**src/rtl/brc_pkg.sv**
```systemverilog
// ============================================================================
// brc_pkg : shared funct3 encodings and BHT counter type for branch resolve
// Revision: 1.0
// ============================================================================
`default_nettype none

package brc_pkg;

    localparam logic [2:0] F3_BEQ  = 3'b000;
    localparam logic [2:0] F3_BNE  = 3'b001;
    localparam logic [2:0] F3_BLT  = 3'b100;
    localparam logic [2:0] F3_BGE  = 3'b101;
    localparam logic [2:0] F3_BLTU = 3'b110;
    localparam logic [2:0] F3_BGEU = 3'b111;

    typedef logic [1:0] bht_cnt_t;

    localparam bht_cnt_t BHT_RESET = 2'b01;

    function automatic bht_cnt_t bht_next(input bht_cnt_t cnt, input logic taken);
        bht_cnt_t nxt;
        nxt = cnt;
        if (taken && cnt != 2'b11) begin
            nxt = cnt + 2'b01;
        end else if (!taken && cnt != 2'b00) begin
            nxt = cnt - 2'b01;
        end
        return nxt;
    endfunction

endpackage

`default_nettype wire

```
**src/rtl/brc_bht.sv**
```systemverilog
// ============================================================================
// brc_bht : 2-bit saturating branch history table, comb read, sync update
// Revision: 1.0
// ============================================================================
`default_nettype none

module brc_bht
    import brc_pkg::*;
#(
    parameter int ENTRIES = 16
) (
    input  logic                       clk_i,
    input  logic                       rst_i,
    input  logic [$clog2(ENTRIES)-1:0] rd_idx_i,
    output logic                       rd_taken_o,
    input  logic                       upd_en_i,
    input  logic [$clog2(ENTRIES)-1:0] upd_idx_i,
    input  logic                       upd_taken_i
);

    localparam int IDX_W = $clog2(ENTRIES);

    logic [ENTRIES-1:0][1:0] cnt_w;

    generate
        for (genvar i = 0; i < ENTRIES; i++) begin : g_cnt
            bht_cnt_t cnt_q;

            always_ff @(posedge clk_i or posedge rst_i) begin
                if (rst_i) begin
                    cnt_q <= BHT_RESET;
                end else if (upd_en_i && upd_idx_i == IDX_W'(i)) begin
                    cnt_q <= bht_next(cnt_q, upd_taken_i);
                end
            end

            assign cnt_w[i] = cnt_q;
        end
    endgenerate

    // Read sees the stored value, so a same-index update shows up next cycle.
    assign rd_taken_o = cnt_w[rd_idx_i][1];

endmodule

`default_nettype wire

```
**src/rtl/brc_resolve_unit.sv**
```systemverilog
// ============================================================================
// brc_resolve_unit : EX branch resolution, mispredict redirect and BHT owner
// Revision: 1.0
// ============================================================================
`default_nettype none

module brc_resolve_unit
    import brc_pkg::*;
#(
    parameter int BHT_ENTRIES = 16,
    parameter int CNT_W       = 16
) (
    input  logic             clk_i,
    input  logic             rst_i,
    input  logic             ex_valid_i,
    input  logic             ex_is_branch_i,
    input  logic             ex_is_jump_i,
    input  logic [2:0]       ex_funct3_i,
    input  logic [31:0]      ex_pc_i,
    input  logic [31:0]      ex_target_i,
    input  logic             ex_pred_taken_i,
    input  logic             A_eq_B_i,
    input  logic             A_lt_B_i,
    input  logic             A_ltu_B_i,
    input  logic [31:0]      if_pc_i,
    output logic             if_pred_taken_o,
    output logic             redirect_valid_o,
    output logic [31:0]      redirect_pc_o,
    input  logic             redirect_ready_i,
    output logic             flush_o,
    output logic             ex_stall_o,
    output logic             illegal_o,
    output logic [CNT_W-1:0] mispred_cnt_o
);

    localparam int IDX = $clog2(BHT_ENTRIES);

    logic             redirect_valid_q, redirect_valid_d;
    logic [31:0]      redirect_pc_q,    redirect_pc_d;
    logic             illegal_q,        illegal_d;
    logic [CNT_W-1:0] mispred_cnt_q,    mispred_cnt_d;

    logic             w_resolve;
    logic             w_taken;
    logic             w_illegal;
    logic             w_mispredict;
    logic             w_bht_upd;
    logic [31:0]      w_actual_pc;
    logic             w_unused;

    assign ex_stall_o = redirect_valid_q & ~redirect_ready_i;
    assign flush_o    = redirect_valid_q &  redirect_ready_i;
    assign w_resolve  = ex_valid_i & (ex_is_branch_i | ex_is_jump_i) & ~ex_stall_o;

    always_comb begin
        w_taken   = 1'b0;
        w_illegal = 1'b0;
        case (ex_funct3_i)
            F3_BEQ:  w_taken = A_eq_B_i;
            F3_BNE:  w_taken = ~A_eq_B_i;
            F3_BLT:  w_taken = A_lt_B_i;
            F3_BGE:  w_taken = ~A_lt_B_i;
            F3_BLTU: w_taken = A_ltu_B_i;
            F3_BGEU: w_taken = ~A_ltu_B_i;
            default: w_illegal = 1'b1;
        endcase
        // Jumps win over the branch decode when both type bits are set.
        if (ex_is_jump_i) begin
            w_taken   = 1'b1;
            w_illegal = 1'b0;
        end else if (!ex_is_branch_i) begin
            w_taken   = 1'b0;
            w_illegal = 1'b0;
        end
    end

    assign w_actual_pc  = w_taken ? ex_target_i : ex_pc_i + 32'd4;
    assign w_mispredict = w_resolve & (w_taken != ex_pred_taken_i);
    assign w_bht_upd    = w_resolve & ex_is_branch_i & ~ex_is_jump_i & ~w_illegal;

    always_comb begin
        redirect_valid_d = redirect_valid_q;
        redirect_pc_d    = redirect_pc_q;
        mispred_cnt_d    = mispred_cnt_q;
        illegal_d        = w_resolve & w_illegal;
        if (redirect_valid_q && redirect_ready_i) begin
            redirect_valid_d = 1'b0;
        end
        if (w_mispredict) begin
            redirect_valid_d = 1'b1;
            redirect_pc_d    = w_actual_pc;
            if (mispred_cnt_q != {CNT_W{1'b1}}) begin
                mispred_cnt_d = mispred_cnt_q + 1'b1;
            end
        end
    end

    always_ff @(posedge clk_i or posedge rst_i) begin
        if (rst_i) begin
            redirect_valid_q <= 1'b0;
            redirect_pc_q    <= 32'd0;
            illegal_q        <= 1'b0;
            mispred_cnt_q    <= '0;
        end else begin
            redirect_valid_q <= redirect_valid_d;
            redirect_pc_q    <= redirect_pc_d;
            illegal_q        <= illegal_d;
            mispred_cnt_q    <= mispred_cnt_d;
        end
    end

    assign redirect_valid_o = redirect_valid_q;
    assign redirect_pc_o    = redirect_pc_q;
    assign illegal_o        = illegal_q;
    assign mispred_cnt_o    = mispred_cnt_q;

    brc_bht #(
        .ENTRIES (BHT_ENTRIES)
    ) u_bht (
        .clk_i       (clk_i),
        .rst_i       (rst_i),
        .rd_idx_i    (if_pc_i[IDX+1:2]),
        .rd_taken_o  (if_pred_taken_o),
        .upd_en_i    (w_bht_upd),
        .upd_idx_i   (ex_pc_i[IDX+1:2]),
        .upd_taken_i (w_taken)
    );

    assign w_unused = ^{if_pc_i[31:IDX+2], if_pc_i[1:0]};

endmodule

`default_nettype wire

```
**config.mk**
```make
export PLATFORM = sky130hd
export DESIGN_NAME = brc_resolve_unit
export DESIGN_NICKNAME = d
export VERILOG_FILES = /design/src/rtl/brc_pkg.sv /design/src/rtl/brc_bht.sv /design/src/rtl/brc_resolve_unit.sv
export SDC_FILE = /design/constraint.sdc
export NUM_CORES = 1
export LEC_CHECK = 0
export BUFFER_PORTS_ARGS = -buffer_cell sky130_fd_sc_hd__buf_2
export CAP_MARGIN = 15
export CORE_MARGIN = 2
export CORE_UTILIZATION = 45
export CTS_BUF_LIST = sky130_fd_sc_hd__clkbuf_4
export CTS_CLUSTER_DIAMETER = 40
export CTS_CLUSTER_SIZE = 12
export DETAILED_ROUTE_END_ITERATION = 7
export PLACE_DENSITY = 0.82
export SYNTH_ARGS = -nofsm -noshare
export SYNTH_HDL_FRONTEND = slang
export SYNTH_SLANG_ARGS = --single-unit
```
**constraint.sdc**
```tcl
create_clock -name clk_i -period 3 [get_ports clk_i]
set_input_delay 0.6 -clock clk_i [delete_from_list [all_inputs] [get_ports clk_i]]
set_output_delay 0.6 -clock clk_i [all_outputs]
set_load 0.005 [all_outputs]
```
==> impl_metrics.env, run 1 <==
export IMPL_final_area_sq_um=6020
export IMPL_rsz0062_at_grt="false"
export IMPL_hold_buffers=0
export IMPL_place_area_sq_um=5850
export IMPL_syn_num_nets=684
export IMPL_utilization_pct=55.5
export IMPL_synth_top_area_cell="dfrtp_1"
export IMPL_drive_above_1_share_pct=28.9
export IMPL_grt_pass1_vias=4577
export IMPL_die_area_sq_um=12000
export IMPL_syn_area_sq_um=5020
export IMPL_p_per_area_nw_per_um2=494
export IMPL_cellLeakagePower_nw=2.69
export IMPL_tns_ns=0
export IMPL_dr_pass1_iters=5
export IMPL_cts_resized=0
export IMPL_area_growth_pct=19.8
export IMPL_antenna_left=0
export IMPL_period_minus_slack_ns=2.63
export IMPL_period_share_pct=87.6
export IMPL_critPathLaunchType="flop"
export IMPL_netlist_top_cells_area="dfrtp_1, dfstp_2, o21ai_0"
export IMPL_synth_cell_types=47
export IMPL_intPower_mw=2.00
export IMPL_viasPerCell=5.56
export IMPL_wl_per_cell_microns=15.5
export IMPL_crit_arrival_ns=2.03
export IMPL_portBuffers=133
export IMPL_clkPwrFrac_pct=26.2
export IMPL_grt_usage_pct=21.9
export IMPL_initial_core_util_pct=46.3
export IMPL_clockBufferDepth=2
export IMPL_num_fill_cells=991
export IMPL_clkTransAtPathRegs_ns=0.16
export IMPL_cp_num_buf_inv=1
export IMPL_fmax_mhz=380
export IMPL_yosysSeqAreaShare_pct=41.3
export IMPL_synth_seq_cells=82
export IMPL_mostFrequentLayoutCells="buf_2, nand2_1, dfrtp_1"
export IMPL_row_count=38
export IMPL_drc=0
export IMPL_crit_path_end_kind="output port"
export IMPL_synth_area_per_cell_sq_um=8.81
export IMPL_peakVddDrop_uv=267
export IMPL_status="finished clean"
export IMPL_gp_congestion=0.903
export IMPL_vias=4706
export IMPL_slew_violations=0
export IMPL_clock_sinks=82
export IMPL_grt_pass1_wl_mm=20.7
export IMPL_skew_ns=0.0266
export IMPL_nNetsFinal=814
export IMPL_crit_type="flop to output port"
export IMPL_critical_path_top_delay_family="multiplexers"
export IMPL_worst_path_most_repeated_cell="mux4_2"
export IMPL_comb_power_share_pct=25.2
export IMPL_fp_dieW_microns=110
export IMPL_async_flop_share_pct=100
export IMPL_synthDominantCellAreaShare_pct=32.9
export IMPL_root_buffer="clkbuf_4"
export IMPL_cts_tree="yes"
export IMPL_syn_inst=570
export IMPL_p_sw_uw=973
export IMPL_finalHoldViolCount=0
export IMPL_boundaryPins=162
export IMPL_post_cts_buffers=0
export IMPL_grt_max_degree=95
export IMPL_crit_required_ns=2.40
export IMPL_synth_warnings=0
export IMPL_slew_headroom_pct=53.7
export IMPL_crit_fanout=5
export IMPL_synth_ff_type="dfrtp_1"
export IMPL_insertion_delay_ns=0.46
export IMPL_power_frac_seq_pct=48.6
export IMPL_synth_edf_count=0
export IMPL_holdWs_ns=0.202
export IMPL_swShare_pct=32.7
export IMPL_critPathSlowestCell="mux4_2"
export IMPL_grt_antenna_before_repair=1
export IMPL_finalSetupViolCount=0
export IMPL_gr_total_overflow=0
export IMPL_maxCapViolCount=0
export IMPL_crit_chain="mux4_2, mux4_2, buf_2"
export IMPL_worst_pin_slew_ns=0.694
export IMPL_cts_buffers=9
export IMPL_holdCritPathClass="primary input to asynchronous set/reset pin"
export IMPL_die_h_microns=110
export IMPL_drt_total_wl_mm=13.1
export IMPL_layout_commonest_cell="buf_2"
export IMPL_slowest_delay_ns=0.51
export IMPL_htreeDepth=3
export IMPL_dr_first_iter_drc_count=492
export IMPL_place_hpwl_mm=9.78
export IMPL_core_area_sq_um=10800
cell families after synthesis:
logic type	after synthesis	synth area share, %
buf+inv	52	4.63
fa+ha+maj	5	1.25
xor+xnor	44	7.68
flops	82	41.3
mux	16	4.56
compound gates	155	17.6
simple gates	216	23.0
cell type report:
type	instances	area [sq um]	area share, %
tap	140	175	2.91
sequential	82	2070	34.4
clock buffer	9	67.6	1.12
antenna	1	2.50	0.0416
inverter	28	106	1.77
clock inverter	7	100	1.66
multi-input combinational	436	2730	45.3
timing repair buffer	143	766	12.7
cells in the mapped netlist, drive strengths merged, types with 13 or more instances:
| cell | number |
|---|---|
| a21oi | 52 |
| buf | 22 |
| dfrtp | 66 |
| dfstp | 16 |
| inv | 28 |
| nand2 | 66 |
| nand3 | 29 |
| nand4 | 15 |
| nor2 | 50 |
| nor3 | 16 |
| o211ai | 13 |
| o21ai | 79 |
| xnor2 | 23 |
| xor2 | 21 |
through the flow:
step	instances	power, mW	worst slack [ns]
2_1_floorplan	570	1.86	0.318
3_3_place_gp	829	2.18	0.480
3_5_place_dp	829	2.22	0.458
4_1_cts	845	2.99	0.342
5_1_grt	846	3.16	0.290
6_report	846	2.97	0.371
routing by layer:
metal | vias to the layer above | GRT usage, % | share of wire, %
li1 | 2271 | - | -
met1 | 2259 | 27.5 | 42
met2 | 150 | 36.7 | 50
met3 | 26 | 3.14 | 4.9
met4 | 0 | 11.3 | 3.0
met5 | - | 0 | 0
registers in the layout, indices dropped and copies added, names as in the netlist:
| name | count |
|---|---|
| redirect_valid_o | 1 |
| u_bht.g_cnt.cnt_q | 32 |
| redirect_pc_o | 32 |
| mispred_cnt_o | 16 |
| illegal_o | 1 |
power by group through the flow:
| stage | clock [mW] | combinational (mW) | sequential (mW) |
|---|---|---|---|
| 2_1_floorplan | 0 | 0.390 | 1.47 |
| 3_3_place_gp | 0 | 0.723 | 1.46 |
| 3_5_place_dp | 0 | 0.752 | 1.46 |
| 4_1_cts | 0.791 | 0.754 | 1.44 |
| 5_1_grt | 0.848 | 0.839 | 1.47 |
| 6_report | 0.779 | 0.748 | 1.45 |
worst register-to-register path, stage by stage (launching register included):
cell and delay [ns]:
dfrtp_1 0.39, nand2b_1 0.13, nand2_1 0.33, nor2_1 0.17, a2bb2oi_4 0.56, nor3_1 0.14, mux2_1 0.34
path summary, 6_finish.rpt:
| check | start | end | slack [ns] | depth (start not counted) |
|---|---|---|---|---|
| hold / removal | rst_i | mispred_cnt_o[12]$_DFFE_PP0P_ | 0.20 | 2 |
| setup reg to reg | redirect_valid_o$_DFFE_PP0P_ | mispred_cnt_o[12]$_DFFE_PP0P_ | 0.84 | 6 |
| hold reg to reg | redirect_pc_o[8]$_DFFE_PP0P_ | redirect_pc_o[8]$_DFFE_PP0P_ | 0.49 | 2 |
| min in group clk_i | ex_target_i[3] | redirect_pc_o[3]$_DFFE_PP0P_ | 0.40 | 3 |
| max in group asynchronous | rst_i | u_bht.g_cnt[6].cnt_q[0]$_DFFE_PP1P_ | 2.04 | 3 |
| setup / recovery | u_bht.g_cnt[15].cnt_q[1]$_DFFE_PP0P_ | if_pred_taken_o | 0.37 | 3 |
(Power assumes the default switching activity.)
==> run 2, diff against run 1 <==
--- a/config.mk
+++ b/config.mk
@@ -7,13 +7,14 @@
 export LEC_CHECK = 0
 export BUFFER_PORTS_ARGS = -buffer_cell sky130_fd_sc_hd__buf_2
 export CAP_MARGIN = 15
-export CORE_MARGIN = 2
+export CORE_MARGIN = 3
 export CORE_UTILIZATION = 45
 export CTS_BUF_LIST = sky130_fd_sc_hd__clkbuf_4
 export CTS_CLUSTER_DIAMETER = 40
 export CTS_CLUSTER_SIZE = 12
 export DETAILED_ROUTE_END_ITERATION = 7
 export PLACE_DENSITY = 0.82
+export REMOVE_ABC_BUFFERS = 1
 export SYNTH_ARGS = -nofsm -noshare
 export SYNTH_HDL_FRONTEND = slang
 export SYNTH_SLANG_ARGS = --single-unit
==> run 2 against run 1 <==
  * Global-route usage grew 0.40 points
  * Highest routed layer unchanged
  * Via count grew 2.4%
  * Sequential power is essentially flat
  * Final area is 0.54% lower
  * Maximum frequency increased by 1.6%
  * Clock skew down 0.016 ns
  * Wire length is 5.3% higher
  * Worst setup slack improved by 0.041 ns
  * Cell count shrank 0.24%
  * Sequential share of layout area rose by 0.19 points
==> impl_metrics.env, run 2 (synthesis gave the netlist of run 1 again) <==
export IMPL_status="finished clean"
export IMPL_slew_violations=0
export IMPL_finalHoldViolCount=0
export IMPL_hold_buffers=0
export IMPL_top_layer_used="met4"
export IMPL_antenna_left=0
export IMPL_clockBufferDepth=2
export IMPL_num_fill_cells=965
export IMPL_drc=0
export IMPL_root_buffer="clkbuf_4"
export IMPL_dr_pass1_iters=5
export IMPL_grt_pass1_wl_mm=23.0
export IMPL_area_growth_pct=19.2
export IMPL_boundaryPins=162
export IMPL_period_share_pct=86.2
export IMPL_met1_length_mm=5.74
export IMPL_grt_antenna_before_repair=0
export IMPL_die_area_sq_um=12500
export IMPL_vias=4818
export IMPL_drt_total_wl_mm=13.8
export IMPL_htreeDepth=3
export IMPL_comb_power_share_pct=26.4
export IMPL_swShare_pct=32.9
export IMPL_intPower_mw=1.91
export IMPL_rsz0062_at_grt="false"
export IMPL_portBuffers=133
export IMPL_worst_pin_slew_ns=0.780
export IMPL_grt_pass1_vias=4940
export IMPL_clock_sinks=82
export IMPL_die_h_microns=112
export IMPL_mostFrequentLayoutCells="buf_2, nand2_1, dfrtp_1"
export IMPL_final_area_sq_um=5980
export IMPL_crit_path_end_kind="output port"
export IMPL_grt_usage_pct=22.3
export IMPL_holdCritPathClass="primary input to asynchronous set/reset pin"
export IMPL_slew_headroom_pct=48.0
export IMPL_power_frac_seq_pct=50.9
export IMPL_layout_commonest_cell="buf_2"
export IMPL_grt_max_degree=86
export IMPL_nNetsFinal=817
export IMPL_finalSetupViolCount=0
export IMPL_gr_total_overflow=0
export IMPL_crit_arrival_ns=1.99
export IMPL_row_count=37
export IMPL_cts_tree="yes"
export IMPL_peakVddDrop_uv=246
export IMPL_p_sw_uw=935
export IMPL_dr_wl_met3_microns=886
export IMPL_crit_fanout=5
export IMPL_post_cts_buffers=0
export IMPL_skew_ns=0.0103
export IMPL_place_area_sq_um=5850
export IMPL_cts_buffers=9
export IMPL_dpl_cell_count=828
export IMPL_crit_required_ns=2.40
export IMPL_period_minus_slack_ns=2.59
export IMPL_p_per_area_nw_per_um2=475
export IMPL_dr_wl_met2_mm=6.68
export IMPL_dr_first_iter_drc_count=632
export IMPL_clkPwrFrac_pct=22.7
export IMPL_total_power_mw=2.84
export IMPL_crit_type="flop to output port"
export IMPL_place_hpwl_mm=10.4
export IMPL_fmax_mhz=386
export IMPL_viasPerCell=5.71
export IMPL_critPathLaunchType="flop"
export IMPL_drive_above_1_share_pct=29.0
export IMPL_core_area_sq_um=10600
export IMPL_layoutNonFillerInstCount=844
export IMPL_gp_congestion=0.834
export IMPL_fp_dieW_microns=112
export IMPL_maxCapViolCount=0
export IMPL_initial_core_util_pct=47.4
export IMPL_cts_resized=0
export IMPL_clkTransAtPathRegs_ns=0.13
export IMPL_cellLeakagePower_nw=2.68
export IMPL_wl_per_cell_microns=16.3
export IMPL_insertion_delay_ns=0.44
export IMPL_antenna_cells=0
## run 2: cell count changes in the layout (fill, tap and decap cells not counted), moves of 2 or more
| cell | previous run | this run |
|---|---|---|
| buf_4 | 8 | 12 |
| clkinvlp_4 | 0 | 2 |
| clkinv_1 | 0 | 2 |
| inv_6 | 2 | 0 |
| clkinv_4 | 2 | 0 |
## run 2: power groups by stage
stage                     clock (mW)  sequential, mW  combinational (mW)
after global placement             0            1.45               0.722
after CTS                      0.666            1.45               0.758
after detailed placement           0            1.47               0.757
after global routing           0.725            1.48               0.838
after floorplan                    0            1.47               0.361
final                          0.646            1.45               0.751
## run 2: path summary, 6_finish.rpt
path | from | endpoint | slack, ns | cells after the start
hold / removal | rst_i | u_bht.g_cnt[0].cnt_q[1]$_DFFE_PP0P_ | 0.20 | 2
max in group asynchronous | rst_i | redirect_pc_o[31]$_DFFE_PP0P_ | 2.12 | 3
hold reg to reg | redirect_pc_o[6]$_DFFE_PP0P_ | redirect_pc_o[6]$_DFFE_PP0P_ | 0.49 | 2
setup / recovery | u_bht.g_cnt[15].cnt_q[1]$_DFFE_PP0P_ | if_pred_taken_o | 0.41 | 3
setup reg to reg | mispred_cnt_o[0]$_DFFE_PP0P_ | mispred_cnt_o[1]$_DFFE_PP0P_ | 0.86 | 7
min in group clk_i | ex_pc_i[0] | redirect_pc_o[0]$_DFFE_PP0P_ | 0.40 | 3
## run 2: final cells by class
cell class / count / area, sq um / share of cell area (%)
Multi-Input combinational cell: 436 / 2730 / 45.6
Sequential cell: 82 / 2070 / 34.6
Timing Repair Buffer: 146 / 776 / 13.0
Tap cell: 136 / 170 / 2.84
Inverter: 28 / 106 / 1.78
Clock buffer: 10 / 75.1 / 1.25
Clock inverter: 6 / 57.6 / 0.962
## run 2: worst max-delay path, cell delays in order (launching register included)
cell and delay, ns:
dfrtp_1 0.45, mux4_2 0.50, mux4_2 0.47, buf_2 0.14
## run 2: routing by layer
| metal | vias up | track usage (%) |
|---|---|---|
| li1 | 2274 | - |
| met1 | 2292 | 28.2 |
| met2 | 213 | 36.6 |
| met4 | 0 | 11.5 |
| met5 | - | 0 |
| met3 | 39 | 3.97 |
## run 2: through the flow
stage	hold slack (ns)	setup slack (ns)	TNS [ns]	util, %
2_1_floorplan	0.473	-1.11	-35.65	-
3_3_place_gp	0.455	0.488	0	55.2
3_5_place_dp	0.465	0.436	0	55.2
4_1_cts	0.195	0.374	0	56.4
5_1_grt	0.200	0.330	0	56.4
6_report	0.204	0.413	0	56.4
==> run 3, diff against run 2 <==
==> constraint.sdc (replaced) <==
create_clock -name clk_i -period 2.61 [get_ports clk_i]
set_input_delay 0.522 -clock clk_i [delete_from_list [all_inputs] [get_ports clk_i]]
set_output_delay 0.522 -clock clk_i [all_outputs]
set_load 0.005 [all_outputs]
==> run 3 against run 2 <==
  * Via count up 0.95%
  * Total power increased by 16%
  * Hold slack better by 0.0068 ns
  * Clock skew increased by 0.0022 ns
  * Register-to-register slack got worse by 0.31 ns
  * Die area unchanged
  * Clock power is 17% higher
  * Flip-flop and latch count is the same
  * Sequential power grew 14%
  * Wire length is 2.0% lower
  * Global-route usage fell by 0.26 points
  * Cell count increased by 0.59%
  * Largest power group unchanged
==> impl_metrics.env, run 3 (synthesis gave the netlist of run 1 again) <==
export IMPL_drt_total_wl_mm=13.5
export IMPL_crit_chain="mux4_2, mux4_2, buf_2"
export IMPL_critPathSlowestCell="mux4_2"
export IMPL_period_share_pct=96.3
export IMPL_nNetsFinal=821
export IMPL_mostFrequentLayoutCells="buf_2, nand2_1, dfrtp_1"
export IMPL_wl_per_cell_microns=15.9
export IMPL_post_cts_buffers=0
export IMPL_boundaryPins=162
export IMPL_rsz0062_at_grt="false"
export IMPL_fp_dieW_microns=112
export IMPL_grt_pass1_wl_mm=22.9
export IMPL_drc=0
export IMPL_clkPwrFrac_pct=23.0
export IMPL_peakVddDrop_uv=296
export IMPL_viasPerCell=5.73
export IMPL_finalHoldViolCount=0
export IMPL_portBuffers=133
export IMPL_cts_resized=0
export IMPL_initial_core_util_pct=47.4
export IMPL_total_power_mw=3.29
export IMPL_worst_path_most_repeated_cell="mux4_2"
export IMPL_crit_type="flop to output port"
export IMPL_layout_commonest_cell="buf_2"
export IMPL_cts_tree="yes"
export IMPL_slowest_delay_ns=0.50
export IMPL_power_frac_seq_pct=50.5
export IMPL_area_growth_pct=19.9
export IMPL_gr_total_overflow=0
export IMPL_core_area_sq_um=10600
export IMPL_place_area_sq_um=5880
export IMPL_p_sw_mw=1.09
export IMPL_crit_arrival_ns=1.99
export IMPL_holdCritPathClass="primary input to asynchronous set/reset pin"
export IMPL_htreeDepth=3
export IMPL_hold_buffers=0
export IMPL_row_count=37
export IMPL_status="finished clean"
export IMPL_crit_fanout=5
export IMPL_final_area_sq_um=6020
export IMPL_root_buffer="clkbuf_4"
export IMPL_clock_sinks=82
export IMPL_gp_congestion=0.883
export IMPL_crit_path_end_kind="output port"
export IMPL_dr_pass1_iters=5
export IMPL_die_area_sq_um=12500
export IMPL_critPathLaunchType="flop"
export IMPL_period_minus_slack_ns=2.51
export IMPL_skew_ns=0.0124
export IMPL_fmax_mhz=398
export IMPL_slew_headroom_pct=43.2
export IMPL_grt_pass1_vias=4792
export IMPL_slew_violations=0
export IMPL_comb_power_share_pct=26.6
export IMPL_die_h_microns=112
export IMPL_clockBufferDepth=2
export IMPL_p_per_area_nw_per_um2=547
export IMPL_drive_above_1_share_pct=29.4
export IMPL_grt_usage_pct=22.0
export IMPL_grt_max_degree=86
export IMPL_maxCapViolCount=0
export IMPL_clkTransAtPathRegs_ns=0.14
export IMPL_cts_buffers=9
export IMPL_crit_required_ns=2.09
export IMPL_insertion_delay_ns=0.43
export IMPL_swShare_pct=33.2
export IMPL_intPower_mw=2.20
export IMPL_antenna_left=0
export IMPL_vias=4864
export IMPL_worst_pin_slew_ns=0.851
export IMPL_grt_antenna_before_repair=1
export IMPL_finalSetupViolCount=0
export IMPL_place_hpwl_mm=10.3
export IMPL_dr_first_iter_drc_count=437
export IMPL_cellLeakagePower_nw=2.70
==> run 3: layout make-up <==
| cell class | count | area, sq um |
|---|---|---|
| repair buffers | 150 | 806 |
| diodes | 1 | 2.50 |
| well taps | 136 | 170 |
| clock buffers | 9 | 67.6 |
| multi-input cells | 436 | 2730 |
| inverters | 28 | 106 |
| clock inverters | 7 | 68.8 |
| fillers | 935 | 4580 |
| flip-flops and latches | 82 | 2070 |
==> run 3: layer usage <==
metal	part of all wire (%)	track usage, %	routed length, microns
met1	42	28.5	5620
met2	49	36.7	6570
met3	6.8	3.64	920
met4	2.9	9.25	388
met5	0	0	0
==> run 3: final timing paths <==
path                                                            from                                  end  slack [ns]  cells past startpoint
worst min register to register         redirect_pc_o[17]$_DFFE_PP0P_        redirect_pc_o[17]$_DFFE_PP0P_        0.50                      2
worst max register to register          redirect_valid_o$_DFFE_PP0P_  u_bht.g_cnt[8].cnt_q[1]$_DFFE_PP0P_        0.55                      7
min in group clk_i                                    ex_target_i[1]         redirect_pc_o[1]$_DFFE_PP0P_        0.32                      3
worst max-delay path            u_bht.g_cnt[15].cnt_q[1]$_DFFE_PP0P_                      if_pred_taken_o         0.1                      3
max in group asynchronous                                      rst_i         redirect_pc_o[7]$_DFFE_PP0P_        1.69                      3
worst min-delay path                                           rst_i  u_bht.g_cnt[3].cnt_q[1]$_DFFE_PP0P_        0.21                      2
==> run 3: critical path: cells and delay by family, from the launching register on <==
| family | cells | cell delay, ns |
|---|---|---|
| DFF | 1 | 0.45 |
| muxes | 2 | 0.98 |
| buffers and inverters | 1 | 0.14 |
==> run 3: power by group through the flow <==
stage | registers (mW) | logic, mW | clock network [mW]
global placement | 1.67 | 0.837 | 0
global route | 1.70 | 0.975 | 0.825
floorplan | 1.69 | 0.415 | 0
detailed placement | 1.68 | 0.877 | 0
finish | 1.66 | 0.875 | 0.757
CTS | 1.66 | 0.880 | 0.777
==> run 3: stage by stage <==
step           std cells  utilization (%)  setup TNS, ns  hold slack (ns)  setup slack (ns)
4_1_cts              848             56.8              0            0.212            0.0570
3_3_place_gp         832             55.5              0            0.455             0.253
2_1_floorplan        546                -         -54.37            0.473             -1.42
5_1_grt              849             56.8              0            0.255            0.0133
3_5_place_dp         832             55.5              0            0.467             0.205
6_report             849             56.8              0            0.210            0.0964
